File: config.mk
export PLATFORM = sky130hd
export DESIGN_NAME = coolgirl_irq_timer_flat
export DESIGN_NICKNAME = d
export VERILOG_FILES = /design/src/rtl/coolgirl_irq_timer_if.sv /design/src/rtl/coolgirl_irq_timer.sv /design/src/flat_wrapper.sv
export SDC_FILE = /design/constraint.sdc
export NUM_CORES = 1
export LEC_CHECK = 0
export BUFFER_PORTS_ARGS = -buffer_cell sky130_fd_sc_hd__buf_4
export CAP_MARGIN = 20
export CELL_PAD_IN_SITES_DETAIL_PLACEMENT = 1
export CELL_PAD_IN_SITES_GLOBAL_PLACEMENT = 1
export CORE_UTILIZATION = 45
export CTS_BUF_LIST = sky130_fd_sc_hd__clkbuf_2
export CTS_CLUSTER_DIAMETER = 200
export DETAILED_ROUTE_END_ITERATION = 12
export GPL_ROUTABILITY_DRIVEN = 0
export PLACE_DENSITY_LB_ADDON = 0.1
export RECOVER_POWER = 100
export SLEW_MARGIN = 20
export SYNTH_ARGS = -nofsm -noshare
export SYNTH_HDL_FRONTEND = slang
export SYNTH_SLANG_ARGS = --single-unit
File: constraint.sdc
create_clock -name m2 -period 2.72 [get_ports m2]
set_input_delay 0.272 -clock m2 [delete_from_list [all_inputs] [get_ports m2]]
set_output_delay 0.272 -clock m2 [all_outputs]
set_load 0.02 [all_outputs]
File: src/rtl/coolgirl_irq_timer_if.sv
// Register-write bus between the mapper decode and the IRQ timer, plus the IRQ outputs.
// reg_we is a one-cycle strobe per CPU write with no ready: every write is accepted on the m2 edge it is high.
interface coolgirl_irq_timer_if #(
  parameter int CHANNELS = 2,
  parameter int CH_W     = 1
);
  logic                reg_we;
  logic [CH_W-1:0]     reg_ch;
  logic [2:0]          reg_sel;
  logic [7:0]          reg_data;
  logic [CHANNELS-1:0] irq_pending;
  logic                irq_out;

  modport master (
    output reg_we, reg_ch, reg_sel, reg_data,
    input  irq_pending, irq_out
  );

  modport slave (
    input  reg_we, reg_ch, reg_sel, reg_data,
    output irq_pending, irq_out
  );
endinterface

File: src/rtl/coolgirl_irq_timer.sv
// Multi-channel M2-clocked IRQ timer: up/down, latch reload, one-shot/repeat per channel.
// Define IRQ_TIMER_PRESCALER_EN to build the VRC4-style scanline prescaler (control MODE bit).
module coolgirl_irq_timer #(
  parameter int CHANNELS = 2,
  parameter int WIDTH    = 16,
  parameter int CH_W     = 1
) (
  input  logic                  m2,
  input  logic                  rst_n,
  coolgirl_irq_timer_if.slave   bus
);

  localparam logic [WIDTH-1:0] ALL_ONES = {WIDTH{1'b1}};

  logic [WIDTH-1:0]    cnt_q   [CHANNELS];
  logic [WIDTH-1:0]    cnt_d   [CHANNELS];
  logic [WIDTH-1:0]    latch_q [CHANNELS];
  logic [WIDTH-1:0]    latch_d [CHANNELS];
  logic [CHANNELS-1:0] en_q, en_d;
  logic [CHANNELS-1:0] rep_q, rep_d;
  logic [CHANNELS-1:0] dir_q, dir_d;
  logic [CHANNELS-1:0] eaa_q, eaa_d;
  logic [CHANNELS-1:0] pend_q, pend_d;
`ifdef IRQ_TIMER_PRESCALER_EN
  localparam logic signed [9:0] PRE_RELOAD = 10'sd341;
  logic [CHANNELS-1:0] mode_q, mode_d;
  logic signed [9:0]   pres_q [CHANNELS];
  logic signed [9:0]   pres_d [CHANNELS];
`endif

  // Byte write into a WIDTH-bit register; high-byte bits above WIDTH fall away.
  function automatic logic [WIDTH-1:0] put_byte(input logic [WIDTH-1:0] v,
                                                input logic hi, input logic [7:0] b);
    logic [15:0] t;
    t = 16'(v);
    if (hi) t[15:8] = b;
    else    t[7:0]  = b;
    return t[WIDTH-1:0];
  endfunction

  always_comb begin
    cnt_d   = cnt_q;
    latch_d = latch_q;
    en_d    = en_q;
    rep_d   = rep_q;
    dir_d   = dir_q;
    eaa_d   = eaa_q;
    pend_d  = pend_q;
`ifdef IRQ_TIMER_PRESCALER_EN
    mode_d  = mode_q;
    pres_d  = pres_q;
`endif
    for (int i = 0; i < CHANNELS; i++) begin : g_ch
      logic hit;
      logic load_wr;
      logic tick;
      logic expire;
      hit     = bus.reg_we && (bus.reg_ch == CH_W'(i));
      load_wr = hit && (bus.reg_sel != 3'd3) && (bus.reg_sel <= 3'd5);
      tick    = en_q[i];
`ifdef IRQ_TIMER_PRESCALER_EN
      begin : g_pres
        logic signed [9:0] pres_step;
        pres_step = pres_q[i] - 10'sd3;
        if (en_q[i] && mode_q[i]) begin
          tick      = (pres_step <= 10'sd0);
          pres_d[i] = tick ? (pres_step + PRE_RELOAD) : pres_step;
        end
      end
`endif
      // A same-edge latch/counter/control write swallows the tick.
      expire = 1'b0;
      if (tick && !load_wr) begin
        expire = dir_q[i] ? (cnt_q[i] == ALL_ONES) : (cnt_q[i] == '0);
        if (expire) begin
          pend_d[i] = 1'b1;
          if (rep_q[i]) begin
            cnt_d[i] = latch_q[i];
          end else begin
            cnt_d[i] = dir_q[i] ? '0 : ALL_ONES;
            en_d[i]  = 1'b0;
          end
        end else begin
          cnt_d[i] = dir_q[i] ? (cnt_q[i] + WIDTH'(1)) : (cnt_q[i] - WIDTH'(1));
        end
      end
      if (hit) begin
        case (bus.reg_sel)
          3'd0: latch_d[i] = put_byte(latch_q[i], 1'b0, bus.reg_data);
          3'd1: latch_d[i] = put_byte(latch_q[i], 1'b1, bus.reg_data);
          3'd2: begin
            en_d[i]   = bus.reg_data[0];
            rep_d[i]  = bus.reg_data[1];
            dir_d[i]  = bus.reg_data[3];
            eaa_d[i]  = bus.reg_data[4];
            pend_d[i] = 1'b0;
`ifdef IRQ_TIMER_PRESCALER_EN
            mode_d[i] = bus.reg_data[2];
            pres_d[i] = PRE_RELOAD;
`endif
            if (bus.reg_data[0]) cnt_d[i] = latch_q[i];
          end
          // An expiry on the same edge outranks the acknowledge.
          3'd3: if (!expire) begin
            pend_d[i] = 1'b0;
            en_d[i]   = eaa_q[i];
          end
          3'd4: cnt_d[i] = put_byte(cnt_q[i], 1'b0, bus.reg_data);
          3'd5: cnt_d[i] = put_byte(cnt_q[i], 1'b1, bus.reg_data);
          default: ;
        endcase
      end
    end
  end

  always_ff @(posedge m2 or negedge rst_n) begin
    if (!rst_n) begin
      for (int i = 0; i < CHANNELS; i++) begin
        cnt_q[i]   <= '0;
        latch_q[i] <= '0;
`ifdef IRQ_TIMER_PRESCALER_EN
        pres_q[i]  <= PRE_RELOAD;
`endif
      end
      en_q   <= '0;
      rep_q  <= '0;
      dir_q  <= '0;
      eaa_q  <= '0;
      pend_q <= '0;
`ifdef IRQ_TIMER_PRESCALER_EN
      mode_q <= '0;
`endif
    end else begin
      cnt_q   <= cnt_d;
      latch_q <= latch_d;
      en_q    <= en_d;
      rep_q   <= rep_d;
      dir_q   <= dir_d;
      eaa_q   <= eaa_d;
      pend_q  <= pend_d;
`ifdef IRQ_TIMER_PRESCALER_EN
      mode_q  <= mode_d;
      pres_q  <= pres_d;
`endif
    end
  end

  assign bus.irq_pending = pend_q;
  assign bus.irq_out     = |pend_q;

endmodule
File: src/flat_wrapper.sv
// flat-port wrapper written by rule: the top's interface ports become plain ports
module coolgirl_irq_timer_flat 
#(
  parameter int CHANNELS = 2,
  parameter int WIDTH    = 16,
  parameter int CH_W     = 1
)
  (m2, rst_n, bus_reg_we, bus_reg_ch, bus_reg_sel, bus_reg_data, bus_irq_pending, bus_irq_out);
  coolgirl_irq_timer_if #(.CHANNELS(CHANNELS), .CH_W(CH_W)) bus_i ();
  input  logic m2;
  input  logic rst_n;
  input wire logic [$bits(bus_i.reg_we)-1:0] bus_reg_we;
  input wire logic [$bits(bus_i.reg_ch)-1:0] bus_reg_ch;
  input wire logic [$bits(bus_i.reg_sel)-1:0] bus_reg_sel;
  input wire logic [$bits(bus_i.reg_data)-1:0] bus_reg_data;
  output wire logic [$bits(bus_i.irq_pending)-1:0] bus_irq_pending;
  output wire logic [$bits(bus_i.irq_out)-1:0] bus_irq_out;
  assign bus_i.reg_we = bus_reg_we;
  assign bus_i.reg_ch = bus_reg_ch;
  assign bus_i.reg_sel = bus_reg_sel;
  assign bus_i.reg_data = bus_reg_data;
  assign bus_irq_pending = bus_i.irq_pending;
  assign bus_irq_out = bus_i.irq_out;
  coolgirl_irq_timer #(.CHANNELS(CHANNELS), .WIDTH(WIDTH), .CH_W(CH_W)) u_core (.m2(m2), .rst_n(rst_n), .bus(bus_i));
endmodule
## After elaboration in Yosys (flattened, before gate mapping)

Cells that the tools add are included.

| word-level totals | value |
|---|---|
| register bits after elaboration | 74 |
| input bits | 15 |

| operators by class | value |
|---|---|
| magnitude comparators | 1 |
| bitwise operators | 3 |
| add/subtract/negate cells | 4 |
| muxes and demuxes | 43 |
| eq/ne operators | 12 |
| reduce and logical (&&, ||, !) cells | 20 |

Operators with widths:

| operator | count |
|---|---|
| $mux 16 | 14 |
| $pmux 16 s3 | 2 |
| $add 16x1->16 const B | 2 |
| $eq 16x16->1 const B | 2 |
| $logic_not 16->1 | 2 |
| $pmux 16 s2 | 1 |
| $sub 16x1->16 const B | 2 |
| $mux 1 | 22 |
| $reduce_and 3->1 | 4 |
| $logic_and 1x1->1 | 8 |
| $ne 2x2->1 const B | 4 |
| $pmux 1 s2 | 4 |
| $eq 3x2->1 const B | 2 |
| $eq 3x3->1 const B | 2 |
| $reduce_and 2->1 | 2 |
| $eq 3x1->1 const B | 1 |
| $le 3x3->1 const B | 1 |
| $logic_not 3->1 | 1 |
| $ne 3x2->1 const B | 1 |
| $not 1->1 | 3 |
| $logic_not 1->1 | 2 |
| $reduce_or 2->1 | 1 |

## Logic depth before layout (Yosys ltp)

| depth | value |
|---|---|
| word-level depth | 10 |
| gate-level depth with buffers | 9 |
| gate-level depth less buffers | 8 |

## Worst setup path after synthesis

No wires, ideal clock.

| path | value |
|---|---|
| kind | register to register |
| start point | register u_core.dir_q[1] |
| end point | register u_core.cnt_q[15] (netlist name) |
| stages on the path, launching flop included | 9 |
| arrival | 2.488 ns |
| required time | 2.589 ns |
| path slack | 0.101 ns |
| setup time | 0.131 ns |
| clock period less this slack | 2.619 ns |
| cell sequence | dfrtp_1 > inv_1 > ha_1 > a21o_1 > a221o_1 > a21oi_1 > a41oi_1 > and3_1 > or3_1 |

| on the way | value |
|---|---|
| word-level cells in the longest chain between the ends | 7 |
| elaborated cells on any way between the ends | 9 |

RTL lines:

| item | line | RTL |
|---|---|---|
| from (decl) | coolgirl_irq_timer.sv:21 | `logic [CHANNELS-1:0] dir_q, dir_d;` |
| from (signal assigned) | coolgirl_irq_timer.sv:138 | `dir_q <= dir_d;` |
| $mux 16 | coolgirl_irq_timer.sv:80 | `cnt_d[i] = dir_q[i] ? '0 : ALL_ONES;` |
| $mux 16 | coolgirl_irq_timer.sv:77 | `if (rep_q[i]) begin` |
| $mux 16 * | coolgirl_irq_timer.sv:75 | `if (expire) begin` |
| $mux 16 * | coolgirl_irq_timer.sv:73 | `if (tick && !load_wr) begin` |
| $mux 16 | coolgirl_irq_timer.sv:101 | `if (bus.reg_data[0]) cnt_d[i] = latch_q[i];` |
| $pmux 16 s3 | coolgirl_irq_timer.sv:88 | `case (bus.reg_sel)` |
| $mux 16 * | coolgirl_irq_timer.sv:87 | `if (hit) begin` |
| to (signal assigned) | coolgirl_irq_timer.sv:134 | `cnt_q <= cnt_d;` |
| to (decl) | coolgirl_irq_timer.sv:15 | `logic [WIDTH-1:0] cnt_q [CHANNELS];` |

Every way passes the cells marked *; elsewhere a longest branch is shown, timed or not.
A chain may end at the register's enable or synchronous reset.

## Worst setup path in the final report

| path | value |
|---|---|
| start point | register u_core.dir_q[1] |
| end point | register u_core.cnt_q[14] (netlist name) |

Same word-level chain as after synthesis.

==> flow_metrics.tcl <==
set metrics [dict create \
    status "complete, but fails checks" \
    violations "max-capacitance violations, max-slew violations" \
    hold_ws_ps 35.4 \
    dp_cells 870 \
    multi_input_area_um2 3650 \
    cts_root_buffer "clkbuf_2" \
    instances_no_fill 900 \
    synth_nets 735 \
    die_area_um2 13200 \
    end_kind "register" \
    tightest_slew_ps 1910 \
    fin_crit_ps 2690 \
    drive_gt1_frac 0.152 \
    fin_skew_ps 38.0 \
    crit_chain "clkinvlp_4 -> buf_4 -> ha_1 -> nand2b_1 -> a21oi_1 -> o211ai_1 -> a21oi_1 -> or4b_2 -> nand3_1" \
    grt_overflow 0 \
    ys_warn_count 0 \
    peakVddDrop_mv 0.463 \
    syn-cell-area_um2 5740 \
    ios 18 \
    num_vias 5840 \
    yosys_register_bits 74 \
    dp_hpwl_um 14800 \
    crit_slowest_cell "or4b_2" \
    synth_enable_flop_cells 0 \
    drv_slew 75 \
    hold_path_class "input port to register" \
    diodes 0 \
    critPathMaxFanout 5 \
    firstDrtPassIters 5 \
    synthTopCellsByArea "dfrtp_1 32%, a21oi_1 8.2%, ha_1 6.1%, o21ai_0 4.5%, mux2_2 4.5%" \
    antenna_left 0 \
    synth_cell_types 68 \
    ys.flop_type "dfrtp_1" \
    grt_pass1_wl_um 32000 \
    dp_slack_ps 52.5 \
    cts_tree "yes" \
    powerDensity_nw_per_um2 1010 \
    path_clk_slew_ps 210 \
    setup_viol 0 \
    grt_usage 0.317 \
    clockBufferDepth 2 \
    synth.most_common_cell "a21oi_1" \
    antenna_found_initial 0 \
    regArea_um2 1850 \
    via_per_inst 6.49 \
    htreeDepth 3 \
    max_freq_mhz 371 \
    drc 0 \
    synth_commonest_cells "94 x a21oi_1, 74 x dfrtp_1, 66 x nand2_1" \
    critPathKind "register to register" \
    yosysTopAreaCell "dfrtp_1" \
    cp-start-kind "register" \
    syn_inst 690 \
    area_delta_synth_final_pct 10.8 \
    grt_max_degree 75 \
    cpPeakStageDelay_ps 660 \
    yosysSeqAreaShare 0.322 \
    crit_top_cell "a21oi_1" \
    maxSlewHeadroom -0.275 \
    drv_cap 1 \
    final.fill_count 1534 \
    min_period_over_period 0.990 \
    finalWorstSetupSlack_ps 26.6 \
    cts_sinks 74 \
    nNetsFinal 772 \
    wl_per_cell_um 22.0 \
    finalWirelength_um 19800 \
    yosysTopAreaCellShare 0.322 \
    drt-initial-drc-count 469 \
    avgSynthCellArea_um2 8.33 \
    power.leakage_nw 2.71 \
    die_w_um 115 \
    rows 40 \
    coreArea_um2 12200 \
    grt_pass1_vias 5880 \
    io_buffers 17 \
    power_w 0.00643 \
    numCtsBuffers 9 \
    start_util 0.470 \
    cp_data_required_time_ps 3240 \
    die_h_um 115 \
    clk_latency_ps 560 \
    hold_viol_final 0 \
    async_reset_ff_frac 1.00 \
    cp.arrival_ps 3220 \
]
-- flip-flops by register name, indices dropped and copies added (netlist names) --
signal and cells:
u_core.cnt_q 32, u_core.latch_q 32, u_core.bus.irq_pending 2, u_core.dir_q 2, u_core.eaa_q 2, u_core.en_q 2, u_core.rep_q 2
-- metrics by stage --
| stage | cell area (um^2) | setup TNS [ps] | utilization |
|---|---|---|---|
| 6_report | 6370 | 0 | 0.521 |
| 5_1_grt | 6370 | -111 | 0.521 |
| 4_1_cts | 6320 | 0 | 0.517 |
| 3_5_place_dp | 6180 | 0 | 0.506 |
| 3_3_place_gp | 6180 | 0 | 0.506 |
| 2_1_floorplan | 5740 | 0 | - |
-- final cells by class --
type,count,area share
Timing Repair Buffer,66,0.0753
Multi-Input combinational cell,552,0.573
Sequential cell,74,0.291
Timing Repair inverter,1,0.00118
Tap cell,168,0.0330
Inverter,23,0.0147
Clock buffer,11,0.00865
Clock inverter,5,0.00334
-- path summary, 6_finish.rpt --
kind,from,end,slack [ps],depth (start not counted)
min,bus_reg_data[4],u_core.latch_q[20],40,3
max reg2reg,u_core.dir_q[1],u_core.cnt_q[14],30,9
min in group asynchronous,rst_n,u_core.cnt_q[21],750,2
max in group asynchronous,rst_n,u_core.dir_q[1],720,2
min reg2reg,u_core.bus.irq_pending[0],u_core.bus.irq_pending[0],540,1
max,u_core.dir_q[1],u_core.cnt_q[14],30,9
-- routing by layer --
layer  share of wire  track usage  up-vias
li1                -            -     2662
met1            0.48        0.461     2997
met2            0.46        0.496      161
met3           0.054       0.0532       20
met4           0.010       0.0597        0
met5               0            0        -
-- worst max-delay path: cells and delay by family, from the launching register on --
| kind | cells | cell delay [ps] |
|---|---|---|
| flops | 1 | 480 |
| buf+inv | 2 | 320 |
| simple gates | 3 | 910 |
| compound gates | 3 | 640 |
| fa+ha+maj | 1 | 330 |
-- kinds of logic (layout without fill, tap and decap cells) --
logic type | Yosys count | count (layout) | share of synthesized area
AO/OA/AOI/OAI | 269 | 269 | 0.305
AND/OR/NAND/NOR | 207 | 207 | 0.177
flip-flops | 74 | 74 | 0.322
buffers and inverters | 64 | 106 | 0.0464
multiplexers | 31 | 31 | 0.0590
adder cells (fa/ha/maj) | 30 | 30 | 0.0680
XOR/XNOR | 15 | 15 | 0.0229
-- power by group --
part / switching, W / internal, W
Clock: 0.000404 / 0.000116
Sequential: 0.000460 / 0.00146
Combinational: 0.00224 / 0.00175
Total: 0.00311 / 0.00332
-- repair_timing --
action | CTS | global route
setup buffers | 0 | 7
setup endpoints to repair | 0 | 8
endpoints found under the hold margin | 85 | 0
gates resized for setup | 0 | 8
hold buffers | 6 | 0
-- cells in the final DEF (no fill, tap or decap), types with 5 or more instances in the layout --
cell,Yosys,layout
a21o_1,22,22
a21oi_1,94,93
a221o_1,15,15
a221oi_1,7,7
a22oi_1,14,14
and3_1,5,5
buf_4,1,51
clkbuf_1,30,7
clkbuf_2,0,12
dfrtp_1,74,73
dlygate4sd3_1,0,6
ha_1,28,27
inv_1,23,21
mux2_2,23,23
mux2i_1,8,8
nand2_1,66,66
nand2b_1,8,8
nand3_1,20,20
nand4_1,11,11
nor2_1,43,42
nor2b_1,6,6
nor3_1,11,11
nor4_1,8,7
o211ai_1,10,10
o21a_1,5,5
o21ai_0,52,51
o21ai_1,4,5
or3_1,6,6
xnor2_1,8,8
xor2_1,7,7
(Power assumes the default switching activity.)
